--- config.mk ---
export PLATFORM = sky130hd
export DESIGN_NAME = ir_prefix_seq_flat
export DESIGN_NICKNAME = d
export VERILOG_FILES = /design/src/rtl/ir_prefix_seq_if.sv /design/src/rtl/ir_prefix_seq.sv /design/src/flat_wrapper.sv
export SDC_FILE = /design/constraint.sdc
export NUM_CORES = 1
export LEC_CHECK = 0
export ABC_AREA = 1
export CAP_MARGIN = 5
export CORE_ASPECT_RATIO = 1.1
export CORE_UTILIZATION = 45
export DETAILED_ROUTE_END_ITERATION = 10
export HOLD_SLACK_MARGIN = 0.12
export PLACE_DENSITY = 0.78
export SYNTH_ARGS = -nofsm -noshare
export SYNTH_HDL_FRONTEND = slang
export SYNTH_SLANG_ARGS = --single-unit
export TNS_END_PERCENT = 5
--- constraint.sdc ---
create_clock -name clk -period 1.8 [get_ports clk]
set_clock_uncertainty 0.05 [all_clocks]
set_input_delay 0.36 -clock clk [delete_from_list [all_inputs] [get_ports clk]]
set_output_delay 0.36 -clock clk [all_outputs]
set_load 0.02 [all_outputs]
--- src/rtl/ir_prefix_seq_if.sv ---
// Bus between the instruction-register/prefix sequencer and its environment.
// The slave side is the sequencer. The master side is the fetch logic or the testbench.
interface ir_prefix_seq_if;
  logic [7:0] db;
  logic       fetch_we;
  logic       mread_we;
  logic       ir_clr;
  logic [7:0] ir;
  logic [4:0] prefix;
  logic       use_iy;
  logic [7:0] disp;
  logic       ir_valid;
  logic       pfx_pending;
  logic       xycb_reads;
  logic       int_block;

  modport slave (
    input  db, fetch_we, mread_we, ir_clr,
    output ir, prefix, use_iy, disp, ir_valid, pfx_pending, xycb_reads, int_block
  );

  modport master (
    output db, fetch_we, mread_we, ir_clr,
    input  ir, prefix, use_iy, disp, ir_valid, pfx_pending, xycb_reads, int_block
  );
endinterface

--- src/rtl/ir_prefix_seq.sv ---
// Z80 instruction register and prefix sequencer (DD/FD/CB/ED and DD/FD-CB-d-op).
// It latches opcodes and presents a stable ir/prefix pair to pla_decode.
module ir_prefix_seq #(
  parameter logic [7:0] NOP_OP = 8'h00
) (
  input  logic            clk,
  input  logic            reset,
  ir_prefix_seq_if.slave  bus
);

  localparam logic [7:0] OP_DD = 8'hDD;
  localparam logic [7:0] OP_FD = 8'hFD;
  localparam logic [7:0] OP_CB = 8'hCB;
  localparam logic [7:0] OP_ED = 8'hED;
  localparam logic [4:0] PFX_NONE = 5'b10100;

  typedef enum logic [2:0] {
    S_IDLE, S_XY, S_CB, S_ED, S_XYCB_D, S_XYCB_OP
  } state_t;

  state_t     state_q, state_d;
  logic [7:0] ir_q, ir_d;
  logic [4:0] prefix_q, prefix_d;
  logic       use_iy_q, use_iy_d;
  logic [7:0] disp_q, disp_d;
  logic       ir_valid_q, ir_valid_d;
  logic       ixy_q, ixy_d;

  always_comb begin
    state_d    = state_q;
    ir_d       = ir_q;
    prefix_d   = prefix_q;
    // use_iy survives the ir_valid cycle, then drops unless a new DD/FD reloads it
    use_iy_d   = ir_valid_q ? 1'b0 : use_iy_q;
    disp_d     = disp_q;
    ir_valid_d = 1'b0;
    ixy_d      = ixy_q;

    if (bus.ir_clr) begin
      state_d  = S_IDLE;
      ir_d     = NOP_OP;
      prefix_d = PFX_NONE;
      use_iy_d = 1'b0;
      ixy_d    = 1'b0;
    end else begin
      unique case (state_q)
        S_IDLE: if (bus.fetch_we) begin
          unique case (bus.db)
            OP_DD: begin state_d = S_XY; ixy_d = 1'b1; use_iy_d = 1'b0; end
            OP_FD: begin state_d = S_XY; ixy_d = 1'b1; use_iy_d = 1'b1; end
            OP_CB: state_d = S_CB;
            OP_ED: state_d = S_ED;
            default: begin
              ir_d       = bus.db;
              prefix_d   = PFX_NONE;
              ir_valid_d = 1'b1;
              ixy_d      = 1'b0;
            end
          endcase
        end
        S_XY: if (bus.fetch_we) begin
          unique case (bus.db)
            OP_DD: use_iy_d = 1'b0;
            OP_FD: use_iy_d = 1'b1;
            OP_CB: state_d = S_XYCB_D;
            OP_ED: state_d = S_ED;
            default: begin
              ir_d       = bus.db;
              prefix_d   = 5'b01100;
              ir_valid_d = 1'b1;
              ixy_d      = 1'b0;
              state_d    = S_IDLE;
            end
          endcase
        end
        S_CB: if (bus.fetch_we) begin
          ir_d       = bus.db;
          prefix_d   = {~ixy_q, ixy_q, 3'b010};
          ir_valid_d = 1'b1;
          ixy_d      = 1'b0;
          state_d    = S_IDLE;
        end
        S_ED: if (bus.fetch_we) begin
          ir_d       = bus.db;
          prefix_d   = {~ixy_q, ixy_q, 3'b001};
          ir_valid_d = 1'b1;
          ixy_d      = 1'b0;
          state_d    = S_IDLE;
        end
        S_XYCB_D: if (bus.mread_we) begin
          disp_d  = bus.db;
          state_d = S_XYCB_OP;
        end
        S_XYCB_OP: if (bus.mread_we) begin
          ir_d       = bus.db;
          prefix_d   = 5'b01010;
          ir_valid_d = 1'b1;
          ixy_d      = 1'b0;
          state_d    = S_IDLE;
        end
        default: state_d = S_IDLE;
      endcase
    end
  end

  always_ff @(posedge clk) begin
    if (reset) begin
      state_q    <= S_IDLE;
      ir_q       <= NOP_OP;
      prefix_q   <= PFX_NONE;
      use_iy_q   <= 1'b0;
      disp_q     <= '0;
      ir_valid_q <= 1'b0;
      ixy_q      <= 1'b0;
    end else begin
      state_q    <= state_d;
      ir_q       <= ir_d;
      prefix_q   <= prefix_d;
      use_iy_q   <= use_iy_d;
      disp_q     <= disp_d;
      ir_valid_q <= ir_valid_d;
      ixy_q      <= ixy_d;
    end
  end

  assign bus.ir          = ir_q;
  assign bus.prefix      = prefix_q;
  assign bus.use_iy      = use_iy_q;
  assign bus.disp        = disp_q;
  assign bus.ir_valid    = ir_valid_q;
  assign bus.pfx_pending = (state_q == S_XY) || (state_q == S_CB) || (state_q == S_ED);
  assign bus.xycb_reads  = (state_q == S_XYCB_D) || (state_q == S_XYCB_OP);
  assign bus.int_block   = (state_q != S_IDLE);

endmodule

--- src/flat_wrapper.sv ---
// flat-port wrapper written by rule: the top's interface ports become plain ports
module ir_prefix_seq_flat 
#(
  parameter logic [7:0] NOP_OP = 8'h00
)
  (clk, reset, bus_db, bus_fetch_we, bus_mread_we, bus_ir_clr, bus_ir, bus_prefix, bus_use_iy, bus_disp, bus_ir_valid, bus_pfx_pending, bus_xycb_reads, bus_int_block);
  ir_prefix_seq_if bus_i ();
  input  logic clk;
  input  logic reset;
  input wire logic [$bits(bus_i.db)-1:0] bus_db;
  input wire logic [$bits(bus_i.fetch_we)-1:0] bus_fetch_we;
  input wire logic [$bits(bus_i.mread_we)-1:0] bus_mread_we;
  input wire logic [$bits(bus_i.ir_clr)-1:0] bus_ir_clr;
  output wire logic [$bits(bus_i.ir)-1:0] bus_ir;
  output wire logic [$bits(bus_i.prefix)-1:0] bus_prefix;
  output wire logic [$bits(bus_i.use_iy)-1:0] bus_use_iy;
  output wire logic [$bits(bus_i.disp)-1:0] bus_disp;
  output wire logic [$bits(bus_i.ir_valid)-1:0] bus_ir_valid;
  output wire logic [$bits(bus_i.pfx_pending)-1:0] bus_pfx_pending;
  output wire logic [$bits(bus_i.xycb_reads)-1:0] bus_xycb_reads;
  output wire logic [$bits(bus_i.int_block)-1:0] bus_int_block;
  assign bus_i.db = bus_db;
  assign bus_i.fetch_we = bus_fetch_we;
  assign bus_i.mread_we = bus_mread_we;
  assign bus_i.ir_clr = bus_ir_clr;
  assign bus_ir = bus_i.ir;
  assign bus_prefix = bus_i.prefix;
  assign bus_use_iy = bus_i.use_iy;
  assign bus_disp = bus_i.disp;
  assign bus_ir_valid = bus_i.ir_valid;
  assign bus_pfx_pending = bus_i.pfx_pending;
  assign bus_xycb_reads = bus_i.xycb_reads;
  assign bus_int_block = bus_i.int_block;
  ir_prefix_seq #(.NOP_OP(NOP_OP)) u_core (.clk(clk), .reset(reset), .bus(bus_i));
endmodule
After elaboration in Yosys (flattened, before gate mapping)

Cells that the tools add are included.

Bits in registers: 27
Bits of input ports: 13
Word-level logic and storage cells: 88

Equal/unequal tests: 23
Multiplexer cells: 37
Bitwise gates (word level): 2
Reduce and logical (&&, ||, !) cells: 19

Operator list:

| operator                                                        | count |
|---|---|
| 5-bit two-way mux                                               | 7 |
| 8-bit == test, second input constant                            | 4 |
| 8-bit two-way mux                                               | 4 |
| 5-bit case mux with 5 select lines                              | 1 |
| 8-bit case mux with 3 select lines                              | 1 |
| 2-bit != test, second input constant                            | 11 |
| 3-bit case mux with 3 select lines                              | 2 |
| 3-bit two-way mux                                               | 5 |
| 3-bit case mux with 5 select lines                              | 1 |
| 7-bit AND reduction                                             | 2 |
| 1-bit two-way mux                                               | 12 |
| 2-bit OR reduction                                              | 5 |
| 8-bit AND reduction                                             | 1 |
| 3-bit by 2-bit == test with 1-bit output, second input constant | 2 |
| 3-bit == test, second input constant                            | 2 |
| 3-bit nonzero test                                              | 2 |
| 5-bit AND reduction                                             | 1 |
| 5-bit nonzero test                                              | 1 |
| 2-bit by 1-bit != test with 1-bit output, second input constant | 2 |
| 4-bit by 2-bit != test with 1-bit output, second input constant | 1 |
| 1-bit case mux with 2 select lines                              | 2 |
| 1-bit case mux with 4 select lines                              | 1 |
| 4-bit nonzero test                                              | 1 |
| 4-bit OR reduction                                              | 1 |
| other kinds (6)                                                 | 9 |

Depth between registers and ports, before layout

Depth after elaboration: 5
Depth in mapped cells: 11
Depth with buffers taken out: 11

Least setup slack after synthesis

OpenSTA, ideal clock, no wires.

Path type: reg2reg
From: register u_core.state_q[2]
To: register u_core.state_q[1]
Library setup time: 113 ps
Arrival time: 1,308 ps
Required time: 1,637 ps
Setup slack: 329 ps
Stages on the path, launching flop included: 10
Clock period less this slack: 1,471 ps
Cell sequence: dfxtp_1 > buf_6 > nor2_1 > nand2_1 > a21oi_1 > nand2_1 > nand3_1 > nand2_1 > nand2_1 > nor2_1

Longest elaborated chain between the ends: 4
Elaborated cells between the ends (all ways): 16
Those cells by class: eq/ne: 12; mux: 1; reduce/logical: 3

Ends and longest elaborated chain:

| element                                            | RTL line             | text |
|---|---|---|
| start: declaration                                 | ir_prefix_seq.sv:21  | `state_t state_q, state_d;` |
| start signal: assignment                           | ir_prefix_seq.sv:116 | `state_q <= state_d;` |
| 3-bit by 2-bit == test with 1-bit output           | ir_prefix_seq.sv:46  | `unique case (state_q)` |
| 2-bit OR reduction (no line)                       | -                    |  |
| 2-bit by 1-bit != test with 1-bit output (no line) | -                    |  |
| 7-bit AND reduction (no line)                      | -                    |  |

Several ways; a longest one is shown, not always the timed one.
A chain may end at the register's enable or synchronous reset.

Worst setup path after layout

From: register u_core.disp_q[1], in the netlist u_core.bus.disp[1]
To: output bus_disp[1]

RTL lines:

| element                  | RTL line             | text |
|---|---|---|
| start: declaration       | ir_prefix_seq.sv:25  | `logic [7:0] disp_q, disp_d;` |
| start signal: assignment | ir_prefix_seq.sv:120 | `disp_q <= disp_d;` |
| end: declaration         | flat_wrapper.sv:17   | `output wire logic [$bits(bus_i.disp)-1:0] bus_disp;` |

No word-level cell between the ends.

==> flow_summary.json <==
{
  "final_antenna_net_count": 0,
  "cpLargestDelayFamily": "buffers and inverters",
  "clk_pin_slew_worst_paths_ps": 150,
  "synth_flop_cell": "dfxtp_1",
  "crit_buf_inv": 1,
  "synth_edf_count": 0,
  "max_stage_delay_ps": 610,
  "wl_met1_um": 1390,
  "tightest_slew_ps": 275,
  "wire_per_inst_um": 10.8,
  "rows": 19,
  "drv_slew": 0,
  "met2_length_um": 1320,
  "outcome": "complete, no violations",
  "ys.warnings.count": 0,
  "fin_crit_sh": 0.964,
  "wl_met3_um": 151,
  "yosys.cell_types.count": 22,
  "cts.sinks": 27,
  "synthesis.nets": 196,
  "ys_seq_area_frac": 0.433,
  "p_leak_nw": 0.817,
  "die_h_um": 57.2,
  "rrSetupSlack_ps": 320,
  "cts-buffers-inserted": 3,
  "critical_path_required_ps": 1390,
  "synthCells": 183,
  "power-per-cell-area_nw_per_um2": 588,
  "die_area_um2": 2990,
  "crit_arrival_ps": 1330,
  "stdcell_count": 268,
  "num_antenna_cells": 0,
  "clk_path_buf_depth": 2,
  "fill_cells": 210,
  "ys_ff_latch": 27,
  "max-slew-margin-rel": 0.815,
  "rsz0062_at_grt": "no",
  "grtUsageTotal": 0.213,
  "setup_viol": 0,
  "grt_antenna_before_repair": 0,
  "postCtsHoldBufs": 0,
  "start_util": 0.486,
  "yosysTopAreaCellShare": 0.433,
  "ios": 39,
  "htreeDepth": 1,
  "path_cells": "clkdlybuf4s50_1",
  "grt_pass1_vias": 1152,
  "postCtsSetupBuffers": 0,
  "final_util": 0.692,
  "hp-class": "reg -> reg",
  "vdd_drop_max_mv": 0.431,
  "clock-root-buffer": "clkbuf_4",
  "yosysTopAreaCell": "dfxtp_1",
  "final_hold_viol_count": 0,
  "grt_max_degree": 18,
  "dr.pass1.iters": 5,
  "cts_tree": "done",
  "min_period_ps": 1740,
  "synth_async_sr_flop_share": 0,
  "drc_errors": 0,
  "synth_area_leaders": "dfxtp_1 (43%), nor2_1 (14%), nand2_1 (11%)",
  "clkLatencyLatePin_ps": 320,
  "layout-drive-gt1-share": 0.131,
  "grt_pass1_wl_um": 4890,
  "portBuffers": 38,
  "vias": 1300,
  "worstSetupEndpointType": "output port",
  "final_nets": 251,
  "dp_hpwl_um": 2280,
  "critPathLaunchType": "register",
  "viasPerCell": 4.85,
  "synth_most_common_cell": "nor2_1",
  "maxCapViolations": 0,
  "place.gp.congestion": 0.947,
  "synthToLayoutAreaGrowth_pct": 42.4,
  "routed.top_layer": "met4",
  "max_freq_ghz": 0.576,
  "synth_area_um2": 1250,
  "yosys-top-cells-count": "nor2_1 (45), nand2_1 (36), dfxtp_1 (27)",
  "die_w_um": 52.2,
  "placed_cells": 264,
  "drt_iter0_drc": 50,
  "core_um2": 2570,
  "cpMaxStageDelayCell": "clkdlybuf4s50_1",
  "crit_type": "reg -> out",
  "wl_um": 2900,
  "worstPathMaxFanout": 2,
  "grt_overflow_total": 0,
  "synth.avg_cell_area_um2": 6.82
}
flip-flops by register name, indices dropped and copies added (netlist names):
| signal | cells |
|---|---|
| u_core.bus.disp | 8 |
| u_core.bus.ir | 8 |
| u_core.bus.prefix | 5 |
| u_core.state_q | 3 |
| u_core.bus.ir_valid | 1 |
| u_core.bus.use_iy | 1 |
| u_core.ixy_q | 1 |
timing repair:
item                       4_1_cts  5_1_grt
setup endpoints to repair        3        2
gates cloned                     0        0
resized for setup                4        2
per-layer routing:
metal / vias up / GRT usage
met1: 573 / 0.301
met3: 4 / 0.0240
met5: - / 0
met4: 0 / 0.0789
li1: 683 / -
met2: 40 / 0.333
layout make-up:
class / instances / area (um2) / share of cell area
clock buffer: 4 / 26.3 / 0.0148
inverter: 20 / 75.1 / 0.0423
multi-input combinational: 131 / 589 / 0.332
sequential: 27 / 542 / 0.305
tap: 31 / 38.8 / 0.0218
timing repair buffer: 55 / 505 / 0.285
where the power goes:
group          switching (mW)  internal [mW]  total [mW]
sequential            0.00583          0.611       0.616
clock                   0.183         0.0867       0.270
combinational          0.0794         0.0793       0.159
total                   0.268          0.777        1.04
placed cells by master (no fill, tap or decap), drive strengths merged:
| cell type | count |
|---|---|
| dlygate4sd2 | 2 |
| nor3 | 2 |
| nand4 | 1 |
| a21oi | 9 |
| clkdlybuf4s15 | 1 |
| or2 | 1 |
| nor2 | 47 |
| inv | 20 |
| o22ai | 1 |
| nand3 | 9 |
| nand2 | 40 |
| dfxtp | 27 |
| o211ai | 1 |
| clkdlybuf4s50 | 35 |
| clkbuf | 4 |
| o21ai | 20 |
| buf | 17 |
per-stage QoR:
stage / area (um2) / worst slack, ps / hold slack, ps / power, mW / setup TNS [ps]
3_5_place_dp: 1750 / -158 / 405 / 0.788 / -2060
4_1_cts: 1770 / 72.8 / 425 / 1.04 / 0
6_report: 1780 / 64.9 / 426 / 1.04 / 0
5_1_grt: 1780 / 6.97 / 451 / 1.09 / 0
2_1_floorplan: 1250 / 329 / 388 / 0.705 / 0
3_3_place_gp: 1750 / -126 / 400 / 0.786 / -1610
worst paths after layout:
kind	from	end	cells after the start
max	u_core.bus.disp[1]	bus_disp[1]	1
min reg2reg	u_core.bus.prefix[3]	u_core.bus.prefix[3]	2
min	u_core.bus.prefix[3]	u_core.bus.prefix[3]	2
max reg2reg	u_core.state_q[1]	u_core.bus.prefix[2]	9
cell families after synthesis:
kind of cell / after synthesis / share of synthesized area
simple gates: 100 / 0.340
compound gates: 31 / 0.130
flops: 27 / 0.433
buf+inv: 25 / 0.0963
Note: power is estimated with default switching activity, not from simulation.
